**src/rtl/div_period_meter.sv**
```systemverilog
// div_period_meter
// Measures the high time, low time and full period of the divided clock
// coming out of the programmable divider, counted in system clk cycles.
// A finished measurement (or a timed-out partial one) is offered on a
// valid/ready handshake and held stable until the consumer takes it.
module div_period_meter #(
  parameter int CNT_W   = 16,
  parameter int TIMEOUT = 65535
) (
  input  logic             clk,
  input  logic             rst,
  input  logic             en,
  input  logic             div_in,
  input  logic             meas_ready,
  output logic             meas_valid,
  output logic [CNT_W-1:0] high_cnt,
  output logic [CNT_W-1:0] low_cnt,
  output logic [CNT_W:0]   period,
  output logic             timeout,
  output logic             busy
);

  typedef enum logic [2:0] {
    IDLE,
    ARM,
    HIGH,
    LOW,
    DONE
  } state_t;

  // Timer value on which the next quiet cycle counts as an expiry.
  localparam logic [CNT_W-1:0] TMR_LAST = CNT_W'(TIMEOUT - 1);
  localparam logic [CNT_W-1:0] CNT_ONE  = CNT_W'(1);

  logic             s1;
  logic             s2;
  logic             s3;
  logic             rise;
  logic             fall;
  logic             expired;
  logic             handshake;
  logic [CNT_W:0]   cap_period;
  logic [CNT_W-1:0] hcnt;
  logic [CNT_W-1:0] lcnt;
  logic [CNT_W-1:0] tmr;
  state_t           state;

  // Two-flop synchronizer for the asynchronous divided clock plus a history flop for edge detection
  always_ff @(posedge clk) begin
    if (rst) begin
      s1 <= 1'b0;
      s2 <= 1'b0;
      s3 <= 1'b0;
    end else begin
      s1 <= div_in;
      s2 <= s1;
      s3 <= s2;
    end
  end

  assign rise       = s2 & ~s3;
  assign fall       = ~s2 & s3;
  assign expired    = (tmr == TMR_LAST);
  assign handshake  = meas_valid & meas_ready;
  assign cap_period = {1'b0, hcnt} + {1'b0, lcnt};

  // Measurement FSM; results, valid and busy are all registered here so the consumer sees glitch-free outputs
  always_ff @(posedge clk) begin
    if (rst) begin
      state      <= IDLE;
      hcnt       <= '0;
      lcnt       <= '0;
      tmr        <= '0;
      meas_valid <= 1'b0;
      high_cnt   <= '0;
      low_cnt    <= '0;
      period     <= '0;
      timeout    <= 1'b0;
      busy       <= 1'b0;
    end else begin
      case (state)
        IDLE: begin
          if (en) begin
            state <= ARM;
            busy  <= 1'b1;
            hcnt  <= '0;
            lcnt  <= '0;
            tmr   <= '0;
          end
        end

        ARM: begin
          if (!en) begin
            state <= IDLE;
            busy  <= 1'b0;
          end else if (rise) begin
            state <= HIGH;
            hcnt  <= CNT_ONE;
            tmr   <= '0;
          end else if (fall) begin
            tmr <= '0;
          end else if (expired) begin
            state      <= DONE;
            busy       <= 1'b0;
            meas_valid <= 1'b1;
            high_cnt   <= hcnt;
            low_cnt    <= lcnt;
            period     <= cap_period;
            timeout    <= 1'b1;
          end else begin
            tmr <= tmr + 1'b1;
          end
        end

        HIGH: begin
          if (!en) begin
            state <= IDLE;
            busy  <= 1'b0;
          end else if (fall) begin
            state <= LOW;
            lcnt  <= CNT_ONE;
            tmr   <= '0;
          end else if (rise) begin
            tmr <= '0;
          end else if (expired) begin
            state      <= DONE;
            busy       <= 1'b0;
            meas_valid <= 1'b1;
            high_cnt   <= hcnt;
            low_cnt    <= lcnt;
            period     <= cap_period;
            timeout    <= 1'b1;
          end else begin
            hcnt <= hcnt + 1'b1;
            tmr  <= tmr + 1'b1;
          end
        end

        LOW: begin
          if (!en) begin
            state <= IDLE;
            busy  <= 1'b0;
          end else if (rise) begin
            state      <= DONE;
            busy       <= 1'b0;
            tmr        <= '0;
            meas_valid <= 1'b1;
            high_cnt   <= hcnt;
            low_cnt    <= lcnt;
            period     <= cap_period;
            timeout    <= 1'b0;
          end else if (fall) begin
            tmr <= '0;
          end else if (expired) begin
            state      <= DONE;
            busy       <= 1'b0;
            meas_valid <= 1'b1;
            high_cnt   <= hcnt;
            low_cnt    <= lcnt;
            period     <= cap_period;
            timeout    <= 1'b1;
          end else begin
            lcnt <= lcnt + 1'b1;
            tmr  <= tmr + 1'b1;
          end
        end

        DONE: begin
          // Edges seen here are dropped on purpose: the closing rise is consumed
          if (handshake) begin
            meas_valid <= 1'b0;
            if (en) begin
              state <= ARM;
              busy  <= 1'b1;
              hcnt  <= '0;
              lcnt  <= '0;
              tmr   <= '0;
            end else begin
              state <= IDLE;
            end
          end
        end

        default: begin
          state      <= IDLE;
          busy       <= 1'b0;
          meas_valid <= 1'b0;
        end
      endcase
    end
  end

endmodule

```
**config.mk**
```make
export PLATFORM = sky130hd
export DESIGN_NAME = div_period_meter
export DESIGN_NICKNAME = d
export VERILOG_FILES = /design/src/rtl/div_period_meter.sv
export SDC_FILE = /design/constraint.sdc
export NUM_CORES = 1
export LEC_CHECK = 0
export ABC_AREA = 0
export BUFFER_PORTS_ARGS = -buffer_cell sky130_fd_sc_hd__buf_2
export CAP_MARGIN = 25
export CORE_AREA = 3 3 86 129
export DETAILED_ROUTE_END_ITERATION = 6
export DIE_AREA = 0 0 89 132
export MAX_ROUTING_LAYER = met4
export PLACE_DENSITY = 0.74
export RECOVER_POWER = 25
export SYNTH_ARGS = -nofsm -noshare
export SYNTH_HDL_FRONTEND = slang
export SYNTH_SLANG_ARGS = --single-unit
```
**constraint.sdc**
```tcl
create_clock -name clk -period 3.8 [get_ports clk]
set_input_delay 0.38 -clock clk [delete_from_list [all_inputs] [get_ports clk]]
set_output_delay 0.38 -clock clk [all_outputs]
set_load 0.1 [all_outputs]
```
## Yosys cells after proc, flatten, opt, wreduce, memory -nomap -nowiden

Index checks and enable logic that the tools add are counted.

- Flip-flop bits (word level): 106
- Input bits: 5

- Bitwise gates (word level): 6
- Add/sub/neg operators: 4
- Equality and inequality tests: 24
- Muxes and demuxes: 104
- Reductions and logical operators: 13

Operators by type and width:

| kind | count |
|---|---|
| $mux W16 | 43 |
| $pmux W16 S4 | 3 |
| $mux W17 | 9 |
| $pmux W16 S3 | 2 |
| $pmux W17 S3 | 1 |
| $add A16 B1 Y16 const B | 3 |
| $mux W3 | 11 |
| $mux W1 | 31 |
| $ne A2 B2 Y1 const B | 14 |
| $reduce_and A8 Y1 | 3 |
| $add A16 B16 Y17 | 1 |
| $eq A16 B16 Y1 const B | 1 |
| $pmux W3 S5 | 1 |
| $reduce_bool A4 Y1 | 3 |
| $pmux W1 S5 | 2 |
| $ne A3 B3 Y1 const B | 3 |
| $reduce_and A4 Y1 | 2 |
| $reduce_and A7 Y1 | 1 |
| $eq A3 B2 Y1 const B | 2 |
| $ne A4 B4 Y1 const B | 1 |
| $and A1 B1 Y1 | 3 |
| $eq A3 B1 Y1 const B | 1 |
| $eq A3 B3 Y1 const B | 1 |
| $logic_not A3 Y1 | 1 |
| 6 further kinds | 8 |

## Depth between registers and ports, before layout

- Depth in word-level cells: 6
- Depth in mapped cells: 11
- Depth with buffers taken out: 8

## Worst setup path after synthesis

Ideal clock, no wire load.

- Path type: register -> register
- Start: reg meas_valid
- End: reg lcnt[10]
- Path buffers: 1
- Library setup time: 0.121 ns
- Stages on the path, launching flop included: 8
- Path slack: 1.142 ns
- Data arrival time: 2.537 ns
- Cells stage by stage: dfxtp_1 > a211o_1 > o21ai_0 > a211oi_2 > a21o_1 > clkbuf_1 > nor2_1 > mux2_2

- Word-level cells in the longest chain between the ends: 3

Ends and longest elaborated chain:

| what | line | RTL |
|---|---|---|
| from (decl) | 15 | `output logic meas_valid,` |
| from (signal assigned) | 74 | `meas_valid <= 1'b0;` |
| from (signal assigned) | 105 | `meas_valid <= 1'b1;` |
| from (signal assigned) | 128 | `meas_valid <= 1'b1;` |
| $and A1 B1 Y1 | 64 | `assign handshake = meas_valid & meas_ready;` |
| $ne A2 B2 Y1 (no line) | -- |  |
| $reduce_and A8 Y1 (no line) | -- |  |
| to (signal assigned) | 163 | `lcnt <= lcnt + 1'b1;` |
| to (decl) | 44 | `logic [CNT_W-1:0] lcnt;` |

Every way passes these cells.
A chain may end at the register's enable or synchronous reset.

## Worst setup path in the final report

- Start: reg state[0]
- End: reg lcnt[10]

- Word-level cells in the longest chain between the ends: 3
- Elaborated cells between the ends (all ways): 14

Ends and longest elaborated chain:

| what | line | RTL |
|---|---|---|
| from (decl) | 46 | `state_t state;` |
| from (signal assigned) | 70 | `state <= IDLE;` |
| from (signal assigned) | 84 | `state <= ARM;` |
| from (signal assigned) | 94 | `state <= IDLE;` |
| $eq A3 B3 Y1 (tied with other cells) | 81 | `case (state)` |
| $reduce_bool A4 Y1 (no line) or $ne A2 B2 Y1 (tied branches) | -- |  |
| $reduce_and A8 Y1 (no line) | -- |  |

Several ways; a longest one is shown, not always the timed one.

==> flow_summary.yaml <==
layout:
  fin_nets: 738
  seq_area_um2: 2120
  diodes: 0
  n_fill_cell: 941
  fin_area_um2: 6030
  final_common_cell: "nand2_1"
  syn_to_final_growth_pct: 10.3
  multi_input_area_um2: 3150
  drive_above_1_share_pct: 7.81
  layout_common_cells: "nand2_1, dfxtp_1, a21oi_1, nor2_1, clkbuf_1"
logic_synthesis:
  yosysSeqAreaShare_pct: 38.8
  syn_nets: 702
  synth_area_um2: 5470
  syn_inst: 676
  ys_types: 63
  synth_ff_type: "dfxtp_1"
  ys_ff_latch: 106
  syn_avg_cell_area_um2: 8.09
  synth_warnings: 0
  async_reset_ff_share_pct: 0
  synth_edf_count: 0
clocking:
  clk_pin_slew_ns: 0.07
  cts_resized: 0
  clk_path_buf_depth: 2
  cts-root-buf: "clkbuf_16"
  htree_levels: 3
  tritoncts: "built"
  clock_latency_ns: 0.35
  post_cts_buffers: 0
  cts_hold_buf: 0
  clock-sinks: 106
  numCtsBuffers: 9
timing:
  finalSetupViolCount: 0
  period_needed_ns: 2.84
  rsz0062_at_grt: "false"
  period_share_pct: 74.8
  max_slew_margin_pct: -32.0
  skew_ns: 0.00902
  fmax_mhz: 352
  fin_setup_tns_ns: 0
  worst_slew_pin_slew_ns: 1.98
  hold_viol: 0
  slew_viol_final: 43
setup_path:
  crit_type: "reg2reg"
  start_kind: "flop"
  rr_worst_depth: 6
  worst_ep_required_time_ns: 4.04
  rrSetupSlack_ns: 0.96
  r2r_end: "lcnt[10]"
  crit_fanout: 20
  worstPathArrival_ns: 3.08
  cp-end-kind: "flop"
  rr_startpoint: "state[0]"
die:
  rows: 45
  die_x_um: 89
  ios: 57
  dieArea_um2: 11700
  core_area_um2: 10100
  die_h_um: 132
  initial_core_util_pct: 54.3
min_path:
  min_path_type: "in2reg"
  hold_path_end: "s1"
  worstHoldStart: "div_in"
  holdPathStages: 2
power_and_ir_drop:
  power_frac_seq_pct: 51.6
  power_density_nw_per_um2: 361
  p_int_w: 0.00167
  p_clk_share_pct: 44.1
  p_leak_nw: 2.14
  switching_power_w: 0.000505
  p_comb_share_pct: 4.3
  ir_worst_vdd_uv: 312
  swShare_pct: 23.2
placed_design:
  finalWeightedCongestion: 0.907
  io_buffer_count: 56
  placed_area_um2: 5770
  hpwlAfterDp_um: 10200
run_status:
  status: "finished with violations"
  violations: "capacitance limit, slew limit"
global_route:
  grt_pass1_vias: 4827
  grtUsageTotal_pct: 25.5
  grt_pass1_wl_um: 23300
  grt_max_degree: 49
  antenna_found_initial: 0
  gr-total-overflow: 0
route:
  wirelength_um: 14100
  drc: 0
  viasPerCell: 6.08
  first_pass_iters: 5
  drtIter0Drc: 311
  antenna_left: 0
  routedWlPerCell_um: 17.0
  num_vias: 5067
flow_run:
  drv_cap: 1
flip-flops by register name, summed over array words and instances (netlist names):
name and cells:
busy 1, hcnt 16, high_cnt 16, lcnt 16, low_cnt 16, meas_valid 1, period 17, s1 1
s2 1, s3 1, state 3, timeout 1, tmr 16
cells by family after synthesis:
kind of cell               count (synthesis)  share of synthesized area [%]
xor gates and xnor gates                  27                           4.33
AOI/OAI and AO/OA                        189                           22.3
and+or+nand+nor                          278                           24.8
buffers and inverters                     49                           3.73
DFF                                      106                           38.8
muxes                                      6                           1.12
adders and majority gates                 21                           4.94
worst max-delay path: stages (launching register included):
cell and delay (ns):
dfxtp_1 0.74, a211o_1 0.22, o21ai_0 0.15, a211oi_2 0.59
o21ai_2 0.37, nor3_1 0.30, mux2_2 0.36
power groups by stage:
stage	Clock (W)	Combinational [W]	Sequential, W
after floorplan	0	0.0000692	0.00115
after global placement	0	0.0000902	0.00115
after detailed placement	0	0.0000934	0.00115
after CTS	0.000979	0.0000939	0.00112
after global routing	0.00102	0.000105	0.00112
final	0.000961	0.0000944	0.00112
layer usage:
metal  track usage, %  part of all wire, %  up-vias
met5                -                    0        -
met4             8.53                  1.5        0
met3             4.00                  3.6       20
met2             43.8                   53      130
met1             29.5                   42     2406
li1                 -                    -     2511
cell type report:
| type | instances | share of cell area, % |
|---|---|---|
| Sequential cell | 106 | 35.2 |
| Timing Repair Buffer | 59 | 4.25 |
| Multi-Input combinational cell | 521 | 52.2 |
| Inverter | 15 | 0.933 |
| Clock buffer | 11 | 4.02 |
| Tap cell | 117 | 2.43 |
| Clock inverter | 5 | 1.04 |
synthesized netlist by cell type (all sizes together), types with 2 or more instances:
| cell type | number | area (um2) |
|---|---|---|
| a2111oi | 2 | 17.5 |
| a211o | 4 | 35.0 |
| a211oi | 7 | 57.6 |
| a21boi | 3 | 26.3 |
| a21o | 6 | 45.0 |
| a21oi | 82 | 410 |
| a311oi | 2 | 17.5 |
| and2 | 3 | 18.8 |
| and3 | 5 | 31.3 |
| and4 | 2 | 17.5 |
| buf | 12 | 65.1 |
| clkbuf | 22 | 82.6 |
| dfxtp | 106 | 2120 |
| ha | 20 | 250 |
| inv | 15 | 56.3 |
| mux2i | 5 | 50.1 |
| nand2 | 118 | 443 |
| nand2b | 12 | 75.1 |
| nand3 | 15 | 75.1 |
| nand3b | 7 | 52.6 |
| nand4 | 11 | 75.1 |
| nor2 | 45 | 169 |
| nor2b | 7 | 43.8 |
| nor3 | 14 | 70.1 |
| nor3b | 3 | 22.5 |
| nor4 | 4 | 31.3 |
| o2111ai | 9 | 78.8 |
| o211ai | 12 | 90.1 |
| o21a | 5 | 37.5 |
| o21ai | 26 | 138 |
| o21bai | 4 | 30.0 |
| o22ai | 3 | 18.8 |
| o311ai | 4 | 35.0 |
| o31ai | 8 | 73.8 |
| o41ai | 5 | 43.8 |
| or2 | 7 | 43.8 |
| or3 | 10 | 67.6 |
| or4 | 12 | 93.8 |
| xnor2 | 15 | 131 |
| xor2 | 12 | 105 |
per-stage QoR:
stage / power, W / util, % / cells / hold WS (ns) / setup WS (ns)
5_1_grt: 0.00224 / 59.9 / 834 / 0.290 / 0.726
4_1_cts: 0.00220 / 60.3 / 834 / 0.244 / 1.01
3_5_place_dp: 0.00124 / 57.3 / 818 / 0.434 / 1.02
3_3_place_gp: 0.00124 / 57.2 / 817 / 0.429 / 1.14
2_1_floorplan: 0.00122 / - / 676 / 0.414 / 1.14
6_report: 0.00218 / 59.9 / 834 / 0.259 / 0.956
worst max path at each step:
stage,endpoint,start,slack (ns),cells past startpoint
6_report,lcnt[10],state[0],0.96,6
5_1_grt,lcnt[10],state[0],0.73,6
4_1_cts,lcnt[10],state[0],1.01,6
3_5_place_dp,lcnt[10],state[0],1.02,6
3_3_place_gp,lcnt[10],tmr[3],1.14,6
2_1_floorplan,lcnt[10],meas_valid,1.14,7
Note: power is estimated with default switching activity, not from simulation.
